File: config.mk
export PLATFORM = sky130hd
export DESIGN_NAME = forwarding_scoreboard
export DESIGN_NICKNAME = d
export VERILOG_FILES = /design/src/rtl/forwarding_scoreboard.sv
export SDC_FILE = /design/constraint.sdc
export NUM_CORES = 1
export LEC_CHECK = 0
export ABC_AREA = 0
export CORE_MARGIN = 2
export CORE_UTILIZATION = 25
export CTS_CLUSTER_DIAMETER = 60
export CTS_CLUSTER_SIZE = 8
export DETAILED_ROUTE_END_ITERATION = 7
export GPL_TIMING_DRIVEN = 0
export PLACE_DENSITY_LB_ADDON = 0.2
export REMOVE_ABC_BUFFERS = 1
export SLEW_MARGIN = 20
export SYNTH_ARGS = -nofsm -noshare
export SYNTH_HDL_FRONTEND = slang
export SYNTH_SLANG_ARGS = --single-unit
export TNS_END_PERCENT = 20
File: constraint.sdc
create_clock -name clk -period 2.1 [get_ports clk]
set_input_delay 0.42 -clock clk [delete_from_list [all_inputs] [get_ports clk]]
set_output_delay 0.42 -clock clk [all_outputs]
set_load 0.005 [all_outputs]
File: src/rtl/forwarding_scoreboard.sv
// Forwarding scoreboard: tracks in-flight destinations for FWD_DEPTH post-EX stages,
// raises load-use stalls for ID and registers the ID instruction's forward selects for its EX cycle.
module forwarding_scoreboard #(
  parameter int REG_BITS  = 5,
  parameter int NUM_SRC   = 2,
  parameter int FWD_DEPTH = 2,
  parameter int LOAD_LAT  = 2,
  parameter int ZERO_REG  = 31,
  parameter int CNT_W     = 16,
  localparam int SEL_W    = $clog2(FWD_DEPTH + 1)
) (
  input  logic                         clk,
  input  logic                         reset_n,
  input  logic                         ex_valid,
  input  logic                         ex_regwrite,
  input  logic                         ex_is_load,
  input  logic [REG_BITS-1:0]          ex_rd,
  input  logic                         id_valid,
  input  logic [NUM_SRC*REG_BITS-1:0]  id_src,
  input  logic [NUM_SRC-1:0]           id_src_used,
  output logic                         stall,
  output logic [NUM_SRC*SEL_W-1:0]     fwd_sel,
  output logic [CNT_W-1:0]             stall_count
);

  localparam logic [REG_BITS-1:0] ZERO_IDX = REG_BITS'(ZERO_REG);

  logic [FWD_DEPTH-1:0]     stg_vld_q;
  logic [FWD_DEPTH-1:0]     stg_ld_q;
  logic [REG_BITS-1:0]      stg_rd_q [FWD_DEPTH];
  logic [NUM_SRC*SEL_W-1:0] fwd_sel_q, fwd_sel_d;
  logic [CNT_W-1:0]         cnt_q, cnt_d;
  logic [NUM_SRC-1:0]       hzd;
  logic [REG_BITS-1:0]      src_w;
  logic [SEL_W-1:0]         pos_w;
  logic                     ld_w;

  // Winner search runs oldest-to-youngest so the youngest match overrides.
  always_comb begin
    fwd_sel_d = '0;
    hzd       = '0;
    src_w     = '0;
    pos_w     = '0;
    ld_w      = 1'b0;
    for (int s = 0; s < NUM_SRC; s++) begin
      src_w = id_src[s*REG_BITS +: REG_BITS];
      pos_w = '0;
      ld_w  = 1'b0;
      for (int j = FWD_DEPTH - 1; j >= 1; j--) begin
        if (stg_vld_q[j-1] && (stg_rd_q[j-1] == src_w)) begin
          pos_w = SEL_W'(j + 1);
          ld_w  = stg_ld_q[j-1];
        end
      end
      if (ex_valid && ex_regwrite && (ex_rd == src_w)) begin
        pos_w = SEL_W'(1);
        ld_w  = ex_is_load;
      end
      if (!id_src_used[s] || (src_w == ZERO_IDX)) begin
        pos_w = '0;
      end
      hzd[s] = (pos_w != '0) && ld_w && (int'(pos_w) < LOAD_LAT);
      fwd_sel_d[s*SEL_W +: SEL_W] = pos_w;
    end
  end

  // Gating with reset_n keeps stall low while tracking state is held clear.
  assign stall = reset_n & id_valid & (|hzd);
  assign cnt_d = (stall && (cnt_q != {CNT_W{1'b1}})) ? cnt_q + CNT_W'(1) : cnt_q;

  always_ff @(posedge clk or negedge reset_n) begin
    if (!reset_n) begin
      stg_vld_q <= '0;
      fwd_sel_q <= '0;
      cnt_q     <= '0;
    end else begin
      stg_vld_q[0] <= ex_valid & ex_regwrite;
      for (int j = 1; j < FWD_DEPTH; j++) begin
        stg_vld_q[j] <= stg_vld_q[j-1];
      end
      fwd_sel_q <= (id_valid && !stall) ? fwd_sel_d : '0;
      cnt_q     <= cnt_d;
    end
  end

  // Destination/load tags are qualified by stg_vld_q and need no reset.
  always_ff @(posedge clk) begin
    stg_rd_q[0] <= ex_rd;
    stg_ld_q[0] <= ex_is_load;
    for (int j = 1; j < FWD_DEPTH; j++) begin
      stg_rd_q[j] <= stg_rd_q[j-1];
      stg_ld_q[j] <= stg_ld_q[j-1];
    end
  end

  assign fwd_sel     = fwd_sel_q;
  assign stall_count = cnt_q;

endmodule

==> results.py <==
metrics = {
    "run_status": {
        "status": "complete, no violations",
    },
    "cts": {
        "cts_root_buf": "clkbuf_8",
        "clock_sinks": 26,
        "clkLatencyLatePin_ps": 260,
        "cts.htree.levels": 1,
        "cts_tree": "built",
        "cts_buffer_depth": 2,
        "path_clk_slew_ps": 90,
        "cts_buffers": 3,
        "holdBufCountCts": 0,
    },
    "sta": {
        "setup_violations": 0,
        "finalWorstSetupSlack_ps": 78.1,
        "finalHoldViolCount": 0,
        "drv_slew": 0,
        "fmax_ghz": 0.495,
        "fin_crit_ps": 2020,
        "fin_crit_sh_pct": 96.3,
        "finClkSkew_ps": 1.75,
        "worstMarginPinSlew_ps": 490,
        "rsz0062_at_grt": "false",
        "relSlewSlack_pct": 67.3,
    },
    "yosys": {
        "synthArstFlopShare_pct": 80.8,
        "synth.ff_latch_count": 26,
        "ys_top_cells_by_area": "dfrtp_1 (38%), xnor2_1 (12%), xor2_1 (9.6%)",
        "syn_area_per_cell_um2": 11.3,
        "synth_top_cell_area_share_pct": 38.5,
        "synthCells": 121,
        "synth_top_area_cell": "dfrtp_1",
        "synth_flop_cell": "dfrtp_1",
        "yosys.cell_types.count": 29,
        "synth_edf_count": 0,
        "seq_area_frac_synth_pct": 45.8,
        "netlist_area_mm2": 0.00137,
        "ys_warn_count": 0,
    },
    "worst_setup_path": {
        "cp-start-kind": "input port",
        "end_kind": "output port",
        "cp.arrival_ps": 1600,
        "path_max_fanout": 3,
        "cp.required_ps": 1680,
        "critical_path_class": "in2out",
    },
    "pwr": {
        "power_density_mw_per_mm2": 518,
        "p_leak_nw": 0.899,
        "vdd_drop_max_v": 0.000242,
    },
    "place": {
        "place_congestion": 0.792,
        "dp_hpwl_um": 2340,
        "port_buffers": 43,
        "dp.cells": 232,
        "pre_cts_ws_ps": -1020,
        "dpl_cell_area_mm2": 0.00187,
    },
    "worst_hold_path": {
        "hold_class": "in2async",
    },
    "grt": {
        "grt_use_total_pct": 10.3,
        "grt_pass1_wl_um": 5010,
        "grt_overflow": 0,
        "grt_max_degree": 23,
        "antenna_found_initial": 0,
        "busiest_layer": "met2",
        "met3_usage_pct": 2.21,
        "use_met1_pct": 13.7,
        "grt_pass1_vias": 1055,
        "use_met2_pct": 16.8,
    },
    "final_layout": {
        "final_util_pct": 39.5,
        "postLayoutCellArea_mm2": 0.00204,
        "layout_common_cells": "clkdlybuf4s50_1 (26), dfrtp_1 (21), xnor2_1 (17)",
        "finalNonFillerCells": 244,
        "synthToLayoutAreaGrowth_pct": 49.5,
        "layout-drive-gt1-share_pct": 26.4,
        "diodes": 0,
        "final_common_cell": "clkdlybuf4s50_1",
        "final_nets": 199,
    },
    "detailed_routing": {
        "drc": 0,
        "ant_nets": 0,
        "drt_iter0_markers": 50,
        "via_count": 1072,
        "wl_um": 3020,
        "avgRoutedWirePerCell_um": 12.4,
        "dr.pass1.iters": 4,
        "vias_per_cell": 4.39,
    },
    "die": {
        "core_area_mm2": 0.00517,
        "initial_core_util_pct": 26.4,
        "dieHeight_um": 77.9,
        "die_area_mm2": 0.00607,
        "io_pins": 44,
        "fp.dieW_um": 77.9,
        "num_rows": 26,
    },
    "flow_run": {
        "maxCapViolations": 0,
    },
}
[synth_stat cells, types with 2 or more instances]
cell type / number
nand4_1: 3
xnor2_1: 19
nor4_1: 2
and3_1: 4
nor4_4: 2
dfrtp_1: 21
nand2_1: 10
xor2_1: 15
nand3_1: 14
nor2_1: 7
o21ai_0: 2
dfxtp_1: 5
[power breakdown]
group	switching, mW	leakage [nW]	internal (mW)
combinational	0.0701	0.529	0.0658
clock	0.154	0.0357	0.255
sequential	0.00625	0.334	0.507
total	0.231	0.899	0.827
[area by class of cell]
class	count	area [um^2]
sequential	26	626
clock buffer	3	41.3
clock inverter	1	30.0
multi-input combinational	93	802
timing repair buffer	51	454
fill	525	3130
tap	70	87.6
[critical path, cell delays in order]
cell and delay [ps]:
clkdlybuf4s15_1 230, xor2_1 190, nor4_4 300, nand4b_4 160
a21oi_4 180, buf_6 120
[sequential cells by signal, summed over array words and instances, names as in the netlist]
signal and cells:
fwd_sel 4, stall_count 16, stg_vld_q 1, stg_rd_q 5
[kinds of logic (layout without fill, tap and decap cells)]
group,Yosys count,count (layout),share of synthesized area [%]
XOR/XNOR,34,34,21.8
multiplexers,2,2,1.65
AO/OA/AOI/OAI,6,6,3.94
buffers and inverters,2,55,1.19
adder cells (fa/ha/maj),1,1,0.916
flip-flops,26,26,45.8
AND/OR/NAND/NOR,50,50,24.7
[routing by layer]
layer  wire, um  part of all wire [%]
met1       1330                    44
met2       1480                    49
met3        188                   6.2
met4         17                  0.56
met5          0                     0
[metrics by stage]
step	hold slack, ps	setup TNS [ps]	total power [mW]
after CTS	236	0	1.08
after floorplan	124	0	0.580
after global routing	127	0	1.10
after detailed placement	490	-16310	0.656
final	105	0	1.06
after global placement	482	-15230	0.654
[worst paths after layout]
check	to	cells past startpoint	slack, ps	start
setup / recovery	stall	6	80	id_src[1]
hold / removal	stall_count[9]	1	100	reset_n
setup reg to reg	stall_count[4]	7	150	stall_count[7]
hold reg to reg	stall_count[13]	1	490	stall_count[13]
max in group asynchronous	stall_count[15]	1	1660	reset_n
min in group clk	stg_rd_q[0][4]	1	330	ex_rd[4]
[repair_timing]
| action | in CTS | in global routing |
|---|---|---|
| setup endpoints to repair | 19 | 11 |
| resized for setup | 49 | 18 |
| endpoints found under the hold margin | 0 | 0 |
| buffers inserted | 7 | 1 |
| pin swaps | 6 | 5 |
Note: power is estimated with default switching activity, not from simulation.
